--- src/rtl/cv_ctrl_scanner.sv ---
// rtl/cv_ctrl_scanner.sv - ColecoVision controller scanner with debounced joystick word
// Optional spinner quadrature decoder is built when CV_SCAN_SPINNER_EN is defined.
module cv_ctrl_scanner #(
    parameter int SETTLE   = 64,
    parameter int GAP      = 16,
    parameter int DEBOUNCE = 3
) (
    input  logic        clk_i,
    input  logic        reset_n_i,
    input  logic        enable_i,
    output logic        p5_n_o,
    output logic        p8_n_o,
    input  logic [3:0]  p_i,
    input  logic        p6_n_i,
    input  logic        p7_i,
    input  logic        p9_i,
    output logic [19:0] joy_o,
    output logic        frame_o,
    output logic [7:0]  spin_o
);
    localparam logic [2:0] S_IDLE   = 3'd0;
    localparam logic [2:0] S_JOY    = 3'd1;
    localparam logic [2:0] S_GAP1   = 3'd2;
    localparam logic [2:0] S_KEY    = 3'd3;
    localparam logic [2:0] S_GAP2   = 3'd4;
    localparam logic [2:0] S_COMMIT = 3'd5;

    localparam int CW = 16;
    localparam logic [CW-1:0] SETTLE_LAST = CW'(SETTLE - 1);
    localparam logic [CW-1:0] GAP_LAST    = CW'(GAP - 1);
    localparam logic [3:0]    DEB_TARGET  = 4'(DEBOUNCE);

    logic [2:0]    state, state_next;
    logic [CW-1:0] cnt;
    logic [3:0]    p_s1, p_s2;
    logic          p6_s1, p6_s2;
    logic [4:0]    dirs_q;
    logic [3:0]    code_q;
    logic          f2_q;
    logic [19:0]   prev_cand, cand;
    logic [3:0]    match, match_n;
    logic [13:0]   key;

    // key bits: [9:0] digits, [10] *, [11] #, [12] purple, [13] blue
    function automatic logic [13:0] key_decode(input logic [3:0] c);
        logic [13:0] k;
        k = '0;
        case (c)
            4'b0011: k[0]  = 1'b1;
            4'b1110: k[1]  = 1'b1;
            4'b1101: k[2]  = 1'b1;
            4'b0110: k[3]  = 1'b1;
            4'b0001: k[4]  = 1'b1;
            4'b1001: k[5]  = 1'b1;
            4'b0111: k[6]  = 1'b1;
            4'b1100: k[7]  = 1'b1;
            4'b1000: k[8]  = 1'b1;
            4'b1011: k[9]  = 1'b1;
            4'b1010: k[10] = 1'b1;
            4'b0101: k[11] = 1'b1;
            4'b0100: k[12] = 1'b1;
            4'b0010: k[13] = 1'b1;
            default: k = '0;
        endcase
        return k;
    endfunction

    always_ff @(posedge clk_i or negedge reset_n_i) begin
        if (!reset_n_i) begin
            p_s1  <= 4'hF;
            p_s2  <= 4'hF;
            p6_s1 <= 1'b1;
            p6_s2 <= 1'b1;
        end else begin
            p_s1  <= p_i;
            p_s2  <= p_s1;
            p6_s1 <= p6_n_i;
            p6_s2 <= p6_s1;
        end
    end

    always_comb begin
        state_next = state;
        case (state)
            S_IDLE:   if (enable_i) state_next = S_JOY;
            S_JOY:    if (cnt == SETTLE_LAST) state_next = S_GAP1;
            S_GAP1:   if (cnt == GAP_LAST) state_next = S_KEY;
            S_KEY:    if (cnt == SETTLE_LAST) state_next = S_GAP2;
            S_GAP2:   if (cnt == GAP_LAST) state_next = S_COMMIT;
            S_COMMIT: state_next = S_JOY;
            default:  state_next = S_IDLE;
        endcase
        if (!enable_i) state_next = S_IDLE;
    end

    // Selects are registered from the next state so they change glitch-free with the FSM.
    always_ff @(posedge clk_i or negedge reset_n_i) begin
        if (!reset_n_i) begin
            state   <= S_IDLE;
            cnt     <= '0;
            p5_n_o  <= 1'b1;
            p8_n_o  <= 1'b1;
            frame_o <= 1'b0;
        end else begin
            state   <= state_next;
            cnt     <= (state_next != state || state_next == S_IDLE) ? '0 : cnt + CW'(1);
            p5_n_o  <= (state_next != S_KEY);
            p8_n_o  <= (state_next != S_JOY);
            frame_o <= (state_next == S_COMMIT);
        end
    end

    assign key     = key_decode(code_q);
    assign cand    = {key[13], key[12], key[9:0], key[11], key[10], f2_q, dirs_q};
    assign match_n = (match != 4'd0 && cand == prev_cand) ?
                     ((match == 4'hF) ? 4'hF : match + 4'd1) : 4'd1;

    always_ff @(posedge clk_i or negedge reset_n_i) begin
        if (!reset_n_i) begin
            dirs_q    <= '0;
            code_q    <= 4'hF;
            f2_q      <= 1'b0;
            prev_cand <= '0;
            match     <= '0;
            joy_o     <= '0;
        end else begin
            if (state == S_JOY && state_next == S_GAP1)
                dirs_q <= ~{p6_s2, p_s2};
            if (state == S_KEY && state_next == S_GAP2) begin
                code_q <= p_s2;
                f2_q   <= ~p6_s2;
            end
            if (state == S_IDLE) begin
                match <= '0;
            end else if (state == S_COMMIT && state_next == S_JOY) begin
                match     <= match_n;
                prev_cand <= cand;
                if (match_n >= DEB_TARGET)
                    joy_o <= cand;
            end
        end
    end

`ifdef CV_SCAN_SPINNER_EN
    logic [1:0] q_s1, q_s2, q_prev, step;

    // Gray to binary position; a forward step is a position delta of +1 modulo 4.
    assign step = {q_s2[1], ^q_s2} - {q_prev[1], ^q_prev};

    always_ff @(posedge clk_i or negedge reset_n_i) begin
        if (!reset_n_i) begin
            q_s1   <= '0;
            q_s2   <= '0;
            q_prev <= '0;
            spin_o <= '0;
        end else begin
            q_s1   <= {p7_i, p9_i};
            q_s2   <= q_s1;
            q_prev <= q_s2;
            if (step == 2'd1)
                spin_o <= spin_o + 8'd1;
            else if (step == 2'd3)
                spin_o <= spin_o - 8'd1;
        end
    end
`else
    logic unused_spin;
    assign unused_spin = p7_i ^ p9_i;
    assign spin_o      = '0;
`endif

endmodule

--- config.mk ---
export PLATFORM = sky130hd
export DESIGN_NAME = cv_ctrl_scanner
export DESIGN_NICKNAME = d
export VERILOG_FILES = /design/src/rtl/cv_ctrl_scanner.sv
export SDC_FILE = /design/constraint.sdc
export NUM_CORES = 1
export LEC_CHECK = 0
export CAP_MARGIN = 20
export CELL_PAD_IN_SITES_DETAIL_PLACEMENT = 1
export CELL_PAD_IN_SITES_GLOBAL_PLACEMENT = 2
export CORE_MARGIN = 2
export CORE_UTILIZATION = 37
export CTS_CLUSTER_SIZE = 20
export DETAILED_ROUTE_END_ITERATION = 16
export GPL_TIMING_DRIVEN = 0
export MAX_ROUTING_LAYER = met4
export PLACE_DENSITY = 0.83
export SYNTH_ARGS = -nofsm -noshare
export SYNTH_HDL_FRONTEND = slang
export SYNTH_SLANG_ARGS = --single-unit
export TNS_END_PERCENT = 20
--- constraint.sdc ---
create_clock -name clk_i -period 2.75 [get_ports clk_i]
set_input_delay 0.55 -clock clk_i [delete_from_list [all_inputs] [get_ports clk_i]]
set_output_delay 0.55 -clock clk_i [all_outputs]
set_load 0.01 [all_outputs]
=== After elaboration in Yosys (flattened, before gate mapping) ===
Index checks and enable logic that the tools add are counted.

* Mux-type cells: 25
* Order comparisons: 1
* Equality and inequality tests: 30
* Reduce and logical (&&, ||, !) cells: 12
* $add $sub $neg: 2
* Bitwise logic cells: 3

{| class="wikitable"
|+ Operators by type and width
! operator !! number
|-
| == test 4 bit (second input constant) || 8
|-
| == test 20 bit || 1
|-
| adder 16 x 1 -> 16 bit (second input constant) || 1
|-
| == test 16 x 4 -> 1 bit (second input constant) || 1
|-
| == test 16 x 6 -> 1 bit (second input constant) || 1
|-
| == test 4 x 3 -> 1 bit (second input constant) || 4
|-
| two-way mux 16 bit || 1
|-
| two-way mux 4 bit || 4
|-
| two-way mux 3 bit || 5
|-
| case mux 3 bit (5 select lines) || 1
|-
| two-way mux 1 bit || 14
|-
| == test 3 bit (second input constant) || 4
|-
| == test 3 x 2 -> 1 bit (second input constant) || 3
|-
| == test 4 x 2 -> 1 bit (second input constant) || 2
|-
| == test 3 x 1 -> 1 bit (second input constant) || 2
|-
| logical NOT 3 bit || 2
|-
| inverter 5 bit || 1
|-
| adder 4 x 1 -> 4 bit (second input constant) || 1
|-
| == test 4 x 1 -> 1 bit (second input constant) || 1
|-
| >= comparator 4 x 2 -> 1 bit (second input constant) || 1
|-
| logical AND 1 bit || 4
|-
| nonzero test 4 bit || 1
|-
| inequality test 3 x 1 -> 1 bit (second input constant) || 1
|-
| inequality test 3 x 2 -> 1 bit (second input constant) || 1
|-
| 7 further kinds || 8
|}

* Register bits after elaboration: 86
* Word-level logic and storage cells: 88

=== Logic depth before layout (Yosys ltp) ===
* Depth after elaboration: 8
* Depth in mapped cells: 9

=== Worst setup path after synthesis ===
OpenSTA, ideal clock, no wires.

* Kind: reg2reg
* Start point: register code_q[2]
* End point: register joy_o[0]
* Buffers on the path: 2
* Data arrival time: 2,193 ps
* Required time: 2,625 ps
* Slack: 431 ps
* Library setup time: 125 ps
* Cell stages (with the launch flop): 10
* Period minus slack after synthesis: 2,319 ps
* Cells stage by stage: dfstp_2 buf_2 nand2_1 nor3_1 xnor2_1 o2111ai_1 nor3_2 nand3_2 buf_6 mux2_4

* Cells in the longest elaborated chain, start to end: 7

{| class="wikitable"
|+ RTL lines
! element !! RTL line !! text
|-
| start: declaration || 38 || <nowiki>logic [3:0] code_q;</nowiki>
|-
| start signal: assignment || 130 || <nowiki>code_q <= p_s2;</nowiki>
|-
| == test 4 bit, or another cell as far along || 48 || <nowiki>case (c)</nowiki>
|-
| two-way mux 1 bit || 48 ||
|-
| == test 20 bit (*) || 115 || <nowiki>assign match_n = (match != 4'd0 && cand == prev_cand) ?</nowiki>
|-
| logical AND 1 bit (*) || 115 ||
|-
| two-way mux 4 bit (*) || 115 ||
|-
| >= comparator 4 x 2 -> 1 bit (*) || 138 || <nowiki>if (match_n >= DEB_TARGET)</nowiki>
|-
| AND reduction 3 bit (no line) (*) || -- ||
|-
| end signal: assignment || 139 || <nowiki>joy_o <= cand;</nowiki>
|-
| end: declaration || 17 || <nowiki>output logic [19:0] joy_o,</nowiki>
|}

Mark *: on every way between the ends. The rest lies on a longest branch, timed or not.
A chain may end at the register's enable or synchronous reset.

=== Worst setup path after layout ===
* Start point: register code_q[1]
* End point: register joy_o[15]

* Cells in the longest elaborated chain, start to end: 7

{| class="wikitable"
|+ RTL lines
! element !! RTL line
|-
| == test 4 bit, or another cell as far along || 48
|-
| two-way mux 1 bit || 48
|-
| == test 20 bit || 115
|-
| logical AND 1 bit || 115
|-
| two-way mux 4 bit || 115
|-
| >= comparator 4 x 2 -> 1 bit || 138
|-
| AND reduction 3 bit (no line) || --
|}

Several ways; a longest one is shown, not always the timed one.

==> flow_summary.json <==
{
  "grt_use_total_pct": 17.5,
  "critPathRequiredTime_ps": 3010,
  "vias_in_the_first_global_route": 3026,
  "achievable-frequency_mhz": 384,
  "initial_antenna_violation_count": 0,
  "placement.io_buffers": 30,
  "layout.cells.most_common_list": "sky130_fd_sc_hd__dfrtp_1, sky130_fd_sc_hd__nand2_1, sky130_fd_sc_hd__nor2_1, sky130_fd_sc_hd__clkdlybuf4s50_1, sky130_fd_sc_hd__mux2_4",
  "grt.met2_usage_pct": 26.6,
  "worst_skew_pair.late_latency_ps": 380,
  "placeable_core_region_mm2": 0.0109,
  "slew_viol_final": 0,
  "detail_route.wirelength_um": 9000,
  "report.power.total_mw": 2.22,
  "synth-async-reset-ratio_pct": 100,
  "slew_headroom_pct": 59.2,
  "routed-via-count": 2892,
  "dpl_cell_area_mm2": 0.00467,
  "tritoncts": "yes",
  "route.detailed.drc": 0,
  "postLayoutSetupSlackWorst_ps": 144,
  "ant_nets": 0,
  "ys_warnings": 0,
  "clock_sinks": 86,
  "synth.lib_cells_used.distinct": 50,
  "std_cell_rows": 38,
  "ir_worst_vdd_mv": 0.363,
  "place_congestion": 0.805,
  "sequential_to_total_area_share_from_yosys_stat_pct": 52.5,
  "die_x_um": 110,
  "ys_seq_elements": 86,
  "rsz0062_at_grt": "true",
  "timing.rr.end": "joy_o[15]",
  "power.static_leakage_nw": 2.16,
  "dp_cells": 563,
  "most_congested_layer_reported_by_global_routing": "met2",
  "setup.worst_path.class": "flop to flop",
  "wire_per_inst_um": 15.6,
  "r2r_start": "code_q[1]",
  "shortest_clock_period_the_worst_path_allows_after_layout_ps": 2610,
  "transition_time_of_the_tightest_slew_check_pin_ps": 611,
  "floorplan.initialDensity_pct": 38.0,
  "critPathArrivalTime_ps": 2870,
  "drt-pass1-iter-count": 4,
  "final.period_utilization_pct": 94.8,
  "clock_tree.root_cell": "sky130_fd_sc_hd__clkbuf_8",
  "cts_max_level": 3,
  "outcome": "finished clean",
  "leading_post_synthesis_cells_by_cell_area": "sky130_fd_sc_hd__dfrtp_1, sky130_fd_sc_hd__dfstp_2, sky130_fd_sc_hd__mux2_4",
  "post-place-ws_ps": -397,
  "global_route.usage.met1_pct": 22.4,
  "insertedDiodeCount": 0,
  "ios": 41,
  "share_of_post_route_cells_with_drive_strength_above_1_pct": 21.3,
  "cts_made_buffers": 9,
  "pwr_per_cell_area_mw_per_mm2": 455,
  "grt_overflow_total": 0,
  "synth.cell_area_mm2": 0.00414,
  "synthDominantAreaCellType": "sky130_fd_sc_hd__dfrtp_1",
  "final_cell_area_mm2": 0.00487,
  "setup-violations-final": 0,
  "hold_violations": 0,
  "clk_path_buf_depth": 2,
  "synthFlopType": "sky130_fd_sc_hd__dfrtp_1",
  "fp.dieH_um": 110,
  "netlist.area_leader.share_pct": 42.3,
  "grt_max_degree": 73,
  "final_nets": 445,
  "hpwl_um": 6340,
  "drt_iter0_markers": 68,
  "timing.critical_path.to_type": "flop",
  "worst_setup_hold_path_clk_slew_ps": 90,
  "grt_first_pass_wirelength_um": 15400,
  "number_of_enable_flip_flop_cells_after_synthesis": 0,
  "timing.hold.worst.class": "input pin to async pin",
  "timing.clock.skew_ps": 10.9,
  "most_common_cell_after_layout_fill_and_taps_aside": "sky130_fd_sc_hd__dfrtp_1",
  "syn_to_final_growth_pct": 17.7,
  "groute.layer.met3.usage_pct": 5.33,
  "die_area_mm2": 0.0121,
  "routed_via_density": 5.01,
  "worst-r2r-cell-count": 9,
  "layout.cells.non_filler": 577,
  "cap_viol_max_count": 0,
  "rrSetupSlack_ps": 140,
  "syn_area_per_cell_um2": 10.8,
  "cp_max_fo": 10,
  "syn-instance-count": 385,
  "startpoint_type": "flop"
}
==> metal layers <==
| metal | vias to the layer above | share of wire [%] |
|---|---|---|
| li1 | 1403 | - |
| met1 | 1442 | 48 |
| met2 | 39 | 47 |
| met3 | 8 | 3.6 |
| met4 | 0 | 1.4 |
| met5 | - | 0 |
==> final cells by class <==
class / count / area (um2)
tap: 140 / 175
buffer: 23 / 150
sequential: 86 / 2170
inverter: 9 / 33.8
fill: 1227 / 6020
clock buffer: 10 / 138
timing repair buffer: 31 / 325
clock inverter: 6 / 43.8
multi-input combinational: 272 / 1830
==> how the worst max path moves through the flow <==
stage | from | end | slack [ps]
final | code_q[1] | joy_o[15] | 140
after global routing | code_q[1] | joy_o[0] | -50
after CTS | enable_i | prev_cand[17] | 8
after detailed placement | enable_i | prev_cand[17] | -400
after global placement | reset_n_i | joy_o[5] | -1990
after floorplan | code_q[2] | joy_o[0] | 430
==> flip-flops by register name, summed over array words and instances (netlist names) <==
register / cells
cnt: 16
code_q: 4
dirs_q: 5
f2_q: 1
frame_o: 1
joy_o: 20
match: 4
p5_n_o: 1
p6_s1: 1
p6_s2: 1
p8_n_o: 1
p_s1: 4
p_s2: 4
prev_cand: 20
state: 3
==> synthesized netlist by cell type, drive strengths merged (3+ instances only) <==
| master | instances |
|---|---|
| dfrtp | 70 |
| nand2 | 46 |
| nor2 | 40 |
| mux2 | 31 |
| dfstp | 16 |
| buf | 15 |
| o21ai | 15 |
| nand3 | 13 |
| nor3 | 13 |
| a21oi | 11 |
| xnor2 | 11 |
| xor2 | 11 |
| clkbuf | 10 |
| inv | 9 |
| nand2b | 8 |
| a31oi | 7 |
| nor2b | 6 |
| mux2i | 5 |
| nand4 | 5 |
| and3 | 4 |
| nor4 | 4 |
| or3 | 4 |
| a211oi | 3 |
| ha | 3 |
| nor3b | 3 |
==> timing repair <==
item / 4_1_cts / 5_1_grt
buffers inserted: 0 / 0
hold buffers: 0 / 0
endpoints found under the hold margin: 0 / 0
pin swaps: 0 / 0
setup endpoints to repair: 21 / 30
gates resized for setup: 4 / 3
==> critical path: stages, from the launching register on <==
cell and delay, ps:
sky130_fd_sc_hd__dfstp_2 530, sky130_fd_sc_hd__buf_6 130, sky130_fd_sc_hd__clkbuf_1 370, sky130_fd_sc_hd__nand2_1 130
sky130_fd_sc_hd__mux2i_1 180, sky130_fd_sc_hd__o2111ai_1 180, sky130_fd_sc_hd__nor3_4 320, sky130_fd_sc_hd__nand3_2 140
sky130_fd_sc_hd__buf_6 180, sky130_fd_sc_hd__mux2_4 310
==> through the flow <==
step	utilization (%)	hold slack, ps	TNS, ps
5_1_grt	44.7	9.98	-711
4_1_cts	44.7	8.74	0
6_report	44.7	21.6	0
3_3_place_gp	42.6	347	-158930
2_1_floorplan	-	254	0
3_5_place_dp	42.9	347	-8370
==> report_power, final <==
part           internal (mW)  leakage, nW  switching (mW)
logic                 0.0296        0.950          0.0476
registers               1.29         1.11          0.0107
clock network          0.359       0.0975           0.486
==> kinds of logic after synthesis <==
kind of cell,Yosys count,share of synthesized area (%)
adder cells (fa/ha/maj),3,0.907
other,1,0.0906
multiplexers,36,11.2
AND/OR/NAND/NOR,157,19.4
flip-flops,86,52.5
buffers and inverters,34,4.62
XOR/XNOR,22,4.65
AO/OA/AOI/OAI,46,6.71
Power figures use the tool's default switching activity.
